--- config.mk ---
export PLATFORM = sky130hd
export DESIGN_NAME = wptr_full_lvl
export DESIGN_NICKNAME = d
export VERILOG_FILES = /design/src/rtl/fifo_ptr_pkg.sv /design/src/rtl/wptr_full_lvl.sv
export SDC_FILE = /design/constraint.sdc
export NUM_CORES = 1
export LEC_CHECK = 0
export BUFFER_PORTS_ARGS = -buffer_cell sky130_fd_sc_hd__buf_2
export CORE_MARGIN = 2
export CORE_UTILIZATION = 46
export CTS_CLUSTER_SIZE = 16
export DETAILED_ROUTE_END_ITERATION = 10
export HOLD_SLACK_MARGIN = 0.1
export PLACE_DENSITY = 0.72
export SLEW_MARGIN = 20
export SYNTH_ARGS = -nofsm -noshare
export SYNTH_HDL_FRONTEND = slang
export SYNTH_SLANG_ARGS = --single-unit
--- constraint.sdc ---
create_clock -name wclk -period 2.2 [get_ports wclk]
set_input_delay 0.11 -clock wclk [delete_from_list [all_inputs] [get_ports wclk]]
set_output_delay 0.11 -clock wclk [all_outputs]
set_load 0.005 [all_outputs]
--- src/rtl/fifo_ptr_pkg.sv ---
// fifo_ptr_pkg
//   Shared pointer helpers for the dual-clock FIFO pointer blocks
//   (wptr_full_lvl on the write side, rptr_empty on the read side).
//   - PTRW(addrsize)  : pointer width, one extra wrap bit over the address.
//   - DEPTH(addrsize) : number of FIFO entries.
//   - bin2gray / gray2bin : conversions on values of up to PTR_MAX bits.
//     The active width is passed as an argument; bits at and above that
//     width are forced to zero so callers can truncate the result freely.
package fifo_ptr_pkg;

  // Widest pointer supported (ADDRSIZE up to 10 -> 11-bit pointers).
  localparam int PTR_MAX = 11;

  function automatic int PTRW(input int addrsize);
    return addrsize + 1;
  endfunction

  function automatic int DEPTH(input int addrsize);
    return 1 << addrsize;
  endfunction

  // All-ones mask covering the low w bits.
  function automatic logic [PTR_MAX-1:0] ptr_mask(input int w);
    logic [PTR_MAX:0] one_hot;
    one_hot = (PTR_MAX+1)'(1) << w;
    return PTR_MAX'(one_hot - (PTR_MAX+1)'(1));
  endfunction

  function automatic logic [PTR_MAX-1:0] bin2gray(input logic [PTR_MAX-1:0] bin,
                                                  input int w);
    logic [PTR_MAX-1:0] v;
    v = bin & ptr_mask(w);
    return (v >> 1) ^ v;
  endfunction

  // XOR prefix from the MSB down; the masked-off upper bits are zero and
  // therefore do not disturb the prefix.
  function automatic logic [PTR_MAX-1:0] gray2bin(input logic [PTR_MAX-1:0] gray,
                                                  input int w);
    logic [PTR_MAX-1:0] v;
    logic [PTR_MAX-1:0] b;
    v = gray & ptr_mask(w);
    b[PTR_MAX-1] = v[PTR_MAX-1];
    for (int i = PTR_MAX - 2; i >= 0; i--) begin
      b[i] = b[i+1] ^ v[i];
    end
    return b;
  endfunction

endpackage

--- src/rtl/wptr_full_lvl.sv ---
// wptr_full_lvl
//   Write-side pointer and status block of the dual-clock FIFO in the
//   AXI-to-APB bridge. Keeps the binary write pointer, publishes its Gray
//   form for the read-side synchroniser, and derives full, fill level,
//   almost-full and (optionally) a sticky overflow flag.
//
//   Optional feature macro: WPTR_FULL_OVF_EN
//     defined   : woverflow is a sticky flag set by a push attempt while
//                 full, cleared by wovf_clr (set has priority).
//     undefined : woverflow is tied to 0, wovf_clr is ignored.
//
//   Ports
//     wclk         in   write clock
//     wrst_n       in   asynchronous active-low reset
//     winc         in   push request, accepted only while wfull = 0
//     wq2_rptr     in   Gray read pointer, synchronised into wclk
//     wovf_clr     in   single-cycle clear of woverflow
//     waddr        out  binary RAM write address
//     wptr         out  registered Gray write pointer
//     wfull        out  registered full flag
//     walmost_full out  registered, level >= DEPTH - AF_MARGIN
//     wlevel       out  registered occupancy, 0..DEPTH
//     woverflow    out  sticky overflow flag
module wptr_full_lvl
  import fifo_ptr_pkg::*;
#(
  parameter int ADDRSIZE  = 4,
  parameter int AF_MARGIN = 2
) (
  input  logic                wclk,
  input  logic                wrst_n,
  input  logic                winc,
  input  logic [ADDRSIZE:0]   wq2_rptr,
  input  logic                wovf_clr,
  output logic [ADDRSIZE-1:0] waddr,
  output logic [ADDRSIZE:0]   wptr,
  output logic                wfull,
  output logic                walmost_full,
  output logic [ADDRSIZE:0]   wlevel,
  output logic                woverflow
);

  localparam int PW = PTRW(ADDRSIZE);
  localparam int D  = DEPTH(ADDRSIZE);
  localparam logic [PW-1:0] AF_LEVEL = PW'(D - AF_MARGIN);

  logic [PW-1:0] wbin;
  logic [PW-1:0] wbinnext;
  logic [PW-1:0] wgraynext;
  logic [PW-1:0] rbin;
  logic [PW-1:0] rptr_full_cmp;
  logic [PW-1:0] lvl_next;
  logic          wpush;
  logic          wfull_val;
  logic          walmost_val;

  assign wpush     = winc & ~wfull;
  assign wbinnext  = wbin + PW'(wpush);
  assign wgraynext = PW'(bin2gray(PTR_MAX'(wbinnext), PW));
  assign rbin      = PW'(gray2bin(PTR_MAX'(wq2_rptr), PW));

  // In Gray code, "exactly DEPTH ahead" means the top two bits differ and
  // the rest match.
  assign rptr_full_cmp = {~wq2_rptr[PW-1:PW-2], wq2_rptr[PW-3:0]};
  assign wfull_val     = (wgraynext == rptr_full_cmp);

  // Modulo subtraction stays correct across pointer wrap.
  assign lvl_next    = wbinnext - rbin;
  assign walmost_val = (lvl_next >= AF_LEVEL);

  always_ff @(posedge wclk or negedge wrst_n) begin
    if (!wrst_n) begin
      wbin         <= '0;
      wptr         <= '0;
      wfull        <= 1'b0;
      walmost_full <= 1'b0;
      wlevel       <= '0;
    end else begin
      wbin         <= wbinnext;
      wptr         <= wgraynext;
      wfull        <= wfull_val;
      walmost_full <= walmost_val;
      wlevel       <= lvl_next;
    end
  end

  assign waddr = wbin[ADDRSIZE-1:0];

`ifdef WPTR_FULL_OVF_EN
  // Set has priority over clear so an overflow in the clearing cycle is
  // never lost.
  always_ff @(posedge wclk or negedge wrst_n) begin
    if (!wrst_n) begin
      woverflow <= 1'b0;
    end else if (winc & wfull) begin
      woverflow <= 1'b1;
    end else if (wovf_clr) begin
      woverflow <= 1'b0;
    end
  end
`else
  logic unused_ovf_clr;
  assign unused_ovf_clr = wovf_clr;
  assign woverflow      = 1'b0;
`endif

endmodule

==> results.sh, run 1 <==
export IMPL_cp_max_fo=3
export IMPL_gp_congestion=0.7500
export IMPL_hold_class="in -> reg"
export IMPL_post_route_period_util_pct=98.13
export IMPL_cts_tree="built"
export IMPL_htree_levels=1
export IMPL_firstDrtPassIters=4
export IMPL_cp_end_kind="flop"
export IMPL_max_stage_delay_ns=0.40
export IMPL_clockBufferDepth=2
export IMPL_ys_flop_type="dfrtp_1"
export IMPL_first_iter_violations=4
export IMPL_fin_skew_ns=0.002814
export IMPL_cts_sinks=16
export IMPL_drive_above_1_share_pct=53.28
export IMPL_placed_cells=140
export IMPL_synth_area_um2=964.7
export IMPL_layout_cells_non_filler=149
export IMPL_power_mw=2.518
export IMPL_yosysTopAreaCellShare_pct=41.50
export IMPL_cts_root_buf="clkbuf_4"
export IMPL_async_reset_ff_share_pct=100.0
export IMPL_die_w_um=49.80
export IMPL_grt_first_pass_wirelength_um=3077
export IMPL_design_area_um2=1355
export IMPL_ys_seq_area_share_pct=41.50
export IMPL_period_needed_ns=2.159
export IMPL_yosysWarnings=0
export IMPL_syn_to_final_growth_pct=40.47
export IMPL_diodes=0
export IMPL_finalNetCount=139
export IMPL_run_status="complete, no violations"
export IMPL_vdd_drop_max_mv=1.244
export IMPL_synthTopCellsByArea="dfrtp_1 (42%), xnor2_1 (11%), ha_1 (7.8%)"
export IMPL_coreArea_um2=1962
export IMPL_finalSetupViolations=0
export IMPL_grt_pass1_vias=714
export IMPL_initial_core_util_pct=49.17
export IMPL_crit_arrival_ns=2.31
export IMPL_maxCapViolations=0
export IMPL_layout_core_utilization_pct=69.07
export IMPL_routed_via_count=717
export IMPL_syn_mean_instance_area_um2=11.91
export IMPL_crit_chain="nor2b_2 -> ha_2 -> xnor2_2 -> inv_1 -> ha_1 -> nor2b_1 -> o21ai_2 -> nor3b_4 -> o311ai_2"
export IMPL_pin_count=26
export IMPL_rows=16
export IMPL_required_ns=2.35
export IMPL_numPortBuffers=23
export IMPL_hold_viol_final=0
export IMPL_place_area_um2=1180
export IMPL_drc=0
export IMPL_ant_nets=0
export IMPL_total_leakage_power_nw=0.6586
export IMPL_crit_type="reg -> reg"
export IMPL_cp_start_kind="flop"
export IMPL_clock_latency_ns=0.28
export IMPL_ys_ff_latch=16
export IMPL_antenna_found_initial=0
export IMPL_slew_violations=0
export IMPL_clk_pin_slew_worst_paths_ns=0.10
export IMPL_layout_common_cells="buf_2 (23), buf_4 (16), dfrtp_1 (16)"
export IMPL_place_hpwl_um=1365
export IMPL_grt_overflow=0
export IMPL_mostFrequentLayoutCell="buf_2"
export IMPL_synth_edf_count=0
export IMPL_wl_um=1947
export IMPL_die_area_um2=2480
export IMPL_cts_made_buffers=3
export IMPL_hold_ws_ns=0.2156
export IMPL_synth_cell_types=32
export IMPL_max_freq_ghz=0.4632
export IMPL_slowest_stage="dfrtp_1"
export IMPL_die_h_um=49.80
export IMPL_syn_inst=81
export IMPL_power_density_nw_per_um2=1858
export IMPL_grtUsageTotal_pct=16.70
export IMPL_grt_max_degree=17
export IMPL_yosysTopAreaCell="dfrtp_1"
export IMPL_drt_wirelength_per_cell_um=13.07
export IMPL_vias_per_cell=4.812
export IMPL_syn_num_nets=97
[power by group]
group | internal, mW | total, mW | leakage (nW) | switching [mW]
Combinational | 0.976 | 1.74 | 0.448 | 0.764
Clock | 0.101 | 0.196 | 0.0210 | 0.0949
Sequential | 0.461 | 0.583 | 0.189 | 0.122
[cells in the mapped netlist (2+ instances only)]
master	n
a21boi_0	2
ha_1	6
inv_1	8
xnor2_1	12
xnor2_2	2
o21ai_0	2
xor2_1	5
nand2_1	3
nor2b_1	3
dfrtp_1	16
[through the flow]
step	setup slack, ns	TNS (ns)
finish	0.04118	0
global route	-0.03609	-0.03609
CTS	0.008438	0
detailed placement	-0.1956	-0.3269
global placement	-0.1035	-0.1574
floorplan	0.003403	0
[sequential cells by signal (all words and copies together) (netlist names)]
name,cells
wptr,4
wfull,1
wlevel,5
wbin,5
walmost_full,1
[worst max-delay path: cells and delay by family (launching register included)]
kind | cells | cell delay [ns]
buffers and inverters | 1 | 0.11
AND/OR/NAND/NOR | 3 | 0.54
XOR/XNOR | 1 | 0.17
AO/OA/AOI/OAI | 2 | 0.27
flip-flops | 1 | 0.40
adder cells (fa/ha/maj) | 2 | 0.53
[cells by family (layout without fill, tap and decap cells)]
family	after synthesis	after routing	synth area share, %
other	1	1	0.3887
and+or+nand+nor	16	16	10.64
DFF	16	16	41.50
buffers and inverters	11	52	6.615
xor gates and xnor gates	21	21	23.73
adders and majority gates	7	7	9.857
AOI/OAI and AO/OA	9	9	7.263
[path summary, 6_finish.rpt]
path	start	depth (start not counted)	to	slack, ns
setup / recovery	wfull$_DFF_PN0_	9	walmost_full$_DFF_PN0_	0.04
hold / removal	wq2_rptr[0]	3	wfull$_DFF_PN0_	0.22
setup reg to reg	wfull$_DFF_PN0_	9	walmost_full$_DFF_PN0_	0.04
hold reg to reg	wbin[4]$_DFF_PN0_	1	wptr[3]$_DFF_PN0_	0.58
max in group asynchronous	wrst_n	2	wlevel[2]$_DFF_PN0_	1.69
min in group asynchronous	wrst_n	2	wlevel[1]$_DFF_PN0_	0.25
[routing by layer]
metal	vias to the layer above	wire [um]	GRT usage, %
li1	346	-	-
met1	344	848	20.08
met2	25	992	28.22
met3	2	96	4.242
met4	0	10	6.944
met5	-	0	0
[what timing repair did]
item / 4_1_cts / 5_1_grt
gates resized for setup: 4 / 15
setup buffers: 1 / 3
endpoints found under the setup margin: 3 / 2
cloned: 0 / 0
pin swaps: 2 / 5
hold endpoints to repair: 16 / 0
hold buffers: 1 / 0
[area by class of cell]
| class | instances | area [um2] |
|---|---|---|
| multi-input cells | 54 | 609.3 |
| flip-flops and latches | 16 | 400.4 |
| inverters | 8 | 30.03 |
| clock buffers | 4 | 36.28 |
| repair buffers | 40 | 245.2 |
| fillers | 157 | 606.8 |
| well taps | 27 | 33.78 |
(Power assumes the default switching activity.)
==> inputs of run 2 (changes only) <==
==> constraint.sdc (replaced) <==
create_clock -name wclk -period 2.2 [get_ports wclk]
set_input_delay 0.66 -clock wclk [delete_from_list [all_inputs] [get_ports wclk]]
set_output_delay 0.66 -clock wclk [all_outputs]
set_load 0.005 [all_outputs]
==> run 2 against run 1 <==
Compared with the run above:
- the flow now finishes with violations (negative setup slack)
- combinational power decreased by 9%
- count of clock-buffer cells in the layout decreased by 1
- routed wire length decreased by 2.5%
- core utilization increased by 0.32 points
- sequential cell count unchanged
- die area unchanged
- clock skew increased by 0.0076 ns
- worst hold slack improved by 0.053 ns
- non-clock buffer count increased by 5
- cell area increased by 0.46%
- largest cell class unchanged
- highest routed layer unchanged
==> results.sh, run 2 (same netlist as run 1, synthesis figures left out) <==
export IMPL_layout_cells_non_filler=153
export IMPL_routed_via_count=715
export IMPL_antenna_found_initial=0
export IMPL_wl_um=1899
export IMPL_diodes=0
export IMPL_crit_type="in -> reg"
export IMPL_rsz0062_at_grt="yes"
export IMPL_die_w_um=49.80
export IMPL_crit_arrival_ns=2.54
export IMPL_r2r_slack_ns=0.05
export IMPL_maxCapViolations=0
export IMPL_run_status="complete, but fails checks"
export IMPL_fin_skew_ns=0.01039
export IMPL_grt_max_degree=17
export IMPL_grtUsageTotal_pct=18.05
export IMPL_switching_share_pct=37.94
export IMPL_post_route_period_util_pct=108.6
export IMPL_cts_hold_buf=0
export IMPL_required_ns=2.35
export IMPL_slew_violations=0
export IMPL_p_clk_share_pct=6.6
export IMPL_grt_pass1_vias=747
export IMPL_numPortBuffers=23
export IMPL_period_needed_ns=2.389
export IMPL_cp_max_fo=2
export IMPL_drive_above_1_share_pct=51.59
export IMPL_hold_ws_ns=0.2688
export IMPL_use_met2_pct=31.56
export IMPL_cts_tree="built"
export IMPL_worst_slack_ns=-0.1893
export IMPL_clk_pin_slew_worst_paths_ns=0.09
export IMPL_clockBufferDepth=2
export IMPL_cts_sinks=16
export IMPL_cp_end_kind="flop"
export IMPL_pin_count=26
export IMPL_initial_core_util_pct=49.17
export IMPL_hold_viol_final=0
export IMPL_violations="negative setup slack"
export IMPL_ant_nets=0
export IMPL_die_h_um=49.80
export IMPL_cp_start_kind="primary input"
export IMPL_p_comb_share_pct=68.5
export IMPL_rows=16
export IMPL_seqPwrFrac_pct=24.9
export IMPL_place_hpwl_um=1453
export IMPL_grt_first_pass_wirelength_um=3263
export IMPL_drt_wirelength_per_cell_um=12.41
export IMPL_grt_busiest_layer="met2"
export IMPL_rr_worst_depth=8
export IMPL_syn_to_final_growth_pct=41.12
export IMPL_use_met3_pct=4.848
export IMPL_hold_class="in -> async"
export IMPL_htree_levels=1
export IMPL_cts_made_buffers=3
export IMPL_max_freq_ghz=0.4185
export IMPL_power_switching_mw=0.8813
export IMPL_finalSetupViolations=2
export IMPL_cts_root_buf="clkbuf_4"
export IMPL_finalNetCount=144
export IMPL_total_leakage_power_nw=0.6668
export IMPL_first_iter_violations=3
export IMPL_placed_cells=150
export IMPL_grt_overflow=0
export IMPL_firstDrtPassIters=4
export IMPL_vias_per_cell=4.673
export IMPL_met1_usage_pct=21.05
export IMPL_place_ws_ns=-0.6195
export IMPL_die_area_um2=2480
export IMPL_top_regs="wbin: 5 flops, wlevel: 5 flops, wptr: 4 flops"
export IMPL_gp_congestion=0.7757
export IMPL_mostFrequentLayoutCell="buf_4"
export IMPL_layout_common_cells="buf_4 (22), buf_2 (21), dfrtp_1 (16)"
export IMPL_coreArea_um2=1962
export IMPL_clock_latency_ns=0.29
export IMPL_drc=0
export IMPL_power_mw=2.323
export IMPL_p_int_mw=1.442
export IMPL_vdd_drop_max_mv=1.271
export IMPL_power_density_nw_per_um2=1706
==> run 2: final timing paths <==
kind	startpoint	end
hold / removal	wrst_n	wfull$_DFF_PN0_
min in group wclk	wbin[4]$_DFF_PN0_	wbin[4]$_DFF_PN0_
setup reg to reg	wfull$_DFF_PN0_	walmost_full$_DFF_PN0_
setup / recovery	wq2_rptr[4]	walmost_full$_DFF_PN0_
max in group asynchronous	wrst_n	wbin[0]$_DFF_PN0_
hold reg to reg	wbin[4]$_DFF_PN0_	wbin[4]$_DFF_PN0_
==> run 2: cell type report <==
class | instances | area (um2)
fillers | 165 | 600.6
multi-input cells | 54 | 578.1
flip-flops and latches | 16 | 400.4
repair buffers | 45 | 296.5
well taps | 27 | 33.78
inverters | 8 | 30.03
clock buffers | 3 | 22.52
==> run 2: power by group through the flow <==
stage                     registers [mW]  logic [mW]  clock network [mW]
after global placement             0.573        1.44                   0
after global routing               0.599        1.78               0.176
final                              0.578        1.59               0.154
after CTS                          0.577        1.53               0.159
after detailed placement           0.582        1.48                   0
after floorplan                    0.567       0.972                   0
==> run 2: worst max-delay path: stages <==
cell and delay (ns):
buf_6 0.11, xnor2_4 0.18, xor2_2 0.25, xor2_2 0.19, xnor2_1 0.09, ha_2 0.19
fa_2 0.35, nand2b_4 0.15, a21boi_2 0.14, or3_4 0.14, o311ai_1 0.08
==> run 2: routing by layer <==
layer	vias to the layer above	share of wire, %
met5	-	0
met3	4	5.0
met2	25	52
li1	352	-
met4	0	1.4
met1	334	41
==> run 2: stage by stage <==
step,area [um2],utilization (%),setup TNS (ns)
CTS,1334,67.98,-0.4366
global placement,1276,65.05,-2.067
detailed placement,1276,65.05,-2.226
finish,1361,69.39,-0.3227
global route,1361,69.39,-0.7241
floorplan,996.0,-,-0.7981
==> run 2: what timing repair did <==
action / in CTS / in global routing
pin swaps: 8 / 8
endpoints found under the setup margin: 3 / 4
setup buffers: 0 / 0
gates resized for setup: 8 / 6
==> inputs of run 3 (changes only) <==
- CELL_PAD_IN_SITES_DETAIL_PLACEMENT: not set -> 0
- CELL_PAD_IN_SITES_GLOBAL_PLACEMENT: not set -> 1
- CORE_UTILIZATION: 46 -> 36
==> run 3 against run 2 <==
Compared with the run above:
- the run still ends with negative setup slack left
- sequential power rose by 1%
- cell area rose by 4.7%
- cell count rose by 2.6%
- highest routed layer unchanged
- total power rose by 8.2%
- count of clock-buffer cells in the layout rose by 1
==> results.sh, run 3 (same netlist as run 1, synthesis figures left out) <==
export IMPL_post_route_period_util_pct=109.5
export IMPL_r2r_slack_ns=0.06
export IMPL_ant_nets=0
export IMPL_p_int_mw=1.542
export IMPL_slowest_stage="fa_2"
export IMPL_maxCapViolations=0
export IMPL_timing_rr_end="walmost_full$_DFF_PN0_"
export IMPL_finalSetupViolations=3
export IMPL_power_mw=2.513
export IMPL_hold_ws_ns=0.2701
export IMPL_power_switching_mw=0.9707
export IMPL_switching_share_pct=38.63
export IMPL_coreArea_um2=2500
export IMPL_place_hpwl_um=1466
export IMPL_drive_above_1_share_pct=57.48
export IMPL_power_density_nw_per_um2=1763
export IMPL_firstDrtPassIters=3
export IMPL_die_h_um=55.77
export IMPL_design_area_um2=1425
export IMPL_cts_tree="built"
export IMPL_max_stage_delay_ns=0.36
export IMPL_die_w_um=55.77
export IMPL_layout_cells_non_filler=157
export IMPL_clockBufferDepth=2
export IMPL_gp_congestion=0.6971
export IMPL_placed_cells=150
export IMPL_max_freq_ghz=0.4151
export IMPL_numPortBuffers=23
export IMPL_pin_count=26
export IMPL_crit_chain="buf_6 -> xnor2_4 -> xor2_2 -> xor2_2 -> xnor2_1 -> ha_2 -> fa_2 -> nand2b_4 -> a21boi_2 -> or3_4 -> o311ai_2"
export IMPL_period_needed_ns=2.409
export IMPL_fillers=214
export IMPL_routed_via_count=728
export IMPL_grt_max_degree=17
export IMPL_syn_to_final_growth_pct=47.73
export IMPL_violations="negative setup slack"
export IMPL_clk_pin_slew_worst_paths_ns=0.10
export IMPL_worst_slack_ns=-0.2089
export IMPL_antenna_found_initial=0
export IMPL_hold_class="in -> async"
export IMPL_clock_latency_ns=0.29
export IMPL_drc=0
export IMPL_rr_startpoint="wfull$_DFF_PN0_"
export IMPL_rows=18
export IMPL_crit_type="in -> reg"
export IMPL_die_area_um2=3110
export IMPL_finalNetCount=144
export IMPL_slew_violations=0
export IMPL_required_ns=2.36
export IMPL_vdd_drop_max_mv=1.113
export IMPL_hold_viol_final=0
export IMPL_cts_root_buf="clkbuf_4"
export IMPL_crit_arrival_ns=2.57
export IMPL_total_leakage_power_nw=0.6921
export IMPL_grt_first_pass_wirelength_um=3222
export IMPL_top_regs="wbin: 5 flops, wlevel: 5 flops, wptr: 4 flops"
export IMPL_mostFrequentLayoutCell="buf_4"
export IMPL_layout_common_cells="buf_4 (22), buf_2 (21), dfrtp_1 (16)"
export IMPL_tns_ns=-0.3718
export IMPL_first_iter_violations=6
export IMPL_diodes=0
export IMPL_rr_worst_depth=8
export IMPL_grtUsageTotal_pct=13.70
export IMPL_initial_core_util_pct=38.59
export IMPL_rsz0062_at_grt="yes"
export IMPL_cts_sinks=16
export IMPL_htree_levels=1
export IMPL_cts_made_buffers=3
export IMPL_cp_end_kind="flop"
export IMPL_cp_max_fo=2
export IMPL_cpMostUsedCell="xor2_2"
export IMPL_cp_start_kind="primary input"
export IMPL_run_status="complete, but fails checks"
export IMPL_grt_pass1_vias=716
export IMPL_p_clk_share_pct=8.0
export IMPL_grt_overflow=0
export IMPL_p_comb_share_pct=68.7
export IMPL_vias_per_cell=4.637
export IMPL_fin_skew_ns=0.002911
export IMPL_wl_um=2062
export IMPL_place_area_um2=1257
export IMPL_seqPwrFrac_pct=23.3
export IMPL_drt_wirelength_per_cell_um=13.13
[run 3: cell types whose count changed in the layout (fill, tap and decap cells not counted), sizes merged]
cell	delta
clkbuf	+1
[run 3: metrics by stage]
step           setup slack (ns)  util, %
2_1_floorplan           -0.3411        -
3_3_place_gp            -0.5624    50.30
3_5_place_dp            -0.6531    50.30
4_1_cts                 -0.1642    54.05
5_1_grt                 -0.3058    57.01
6_report                -0.2089    57.01
[run 3: worst max-delay path: cells and delay by family]
| family | cells | cell delay [ns] |
|---|---|---|
| AOI/OAI and AO/OA | 2 | 0.23 |
| adders and majority gates | 2 | 0.55 |
| and+or+nand+nor | 2 | 0.30 |
| xor gates and xnor gates | 4 | 0.72 |
| buffers and inverters | 1 | 0.11 |
[run 3: repair_timing]
action                                  4_1_cts  5_1_grt
gates resized for setup                      10       14
buffers inserted                              2        1
pin swaps                                     8        9
endpoints found under the setup margin        4        5
hold buffers                                  0        0
gates cloned                                  0        0
[run 3: layout make-up]
class	count	area [um2]	share of cell area [%]
tap	30	37.54	2.634
multi-input combinational	54	624.3	43.81
clock buffer	4	36.28	2.546
sequential	16	400.4	28.09
inverter	8	30.03	2.107
timing repair buffer	45	296.5	20.81
[run 3: routing by layer]
metal,share of wire [%],track usage (%),up-vias
li1,-,-,355
met1,44,18.37,350
met2,50,21.09,19
met3,4.6,2.791,4
met4,1.5,6.620,0
met5,0,0,-
[run 3: power groups by stage]
stage          logic, mW  registers [mW]  clock network [mW]
2_1_floorplan      0.972           0.567                   0
3_3_place_gp        1.43           0.581                   0
3_5_place_dp        1.46           0.587                   0
4_1_cts             1.53           0.581               0.212
5_1_grt             1.90           0.609               0.223
6_report            1.73           0.585               0.201
[run 3: how the worst max path moves through the flow]
stage / from / endpoint
floorplan: wq2_rptr[4] / walmost_full$_DFF_PN0_
global placement: wq2_rptr[4] / walmost_full$_DFF_PN0_
detailed placement: wq2_rptr[4] / walmost_full$_DFF_PN0_
CTS: wq2_rptr[3] / walmost_full$_DFF_PN0_
global route: wq2_rptr[4] / walmost_full$_DFF_PN0_
finish: wq2_rptr[4] / walmost_full$_DFF_PN0_
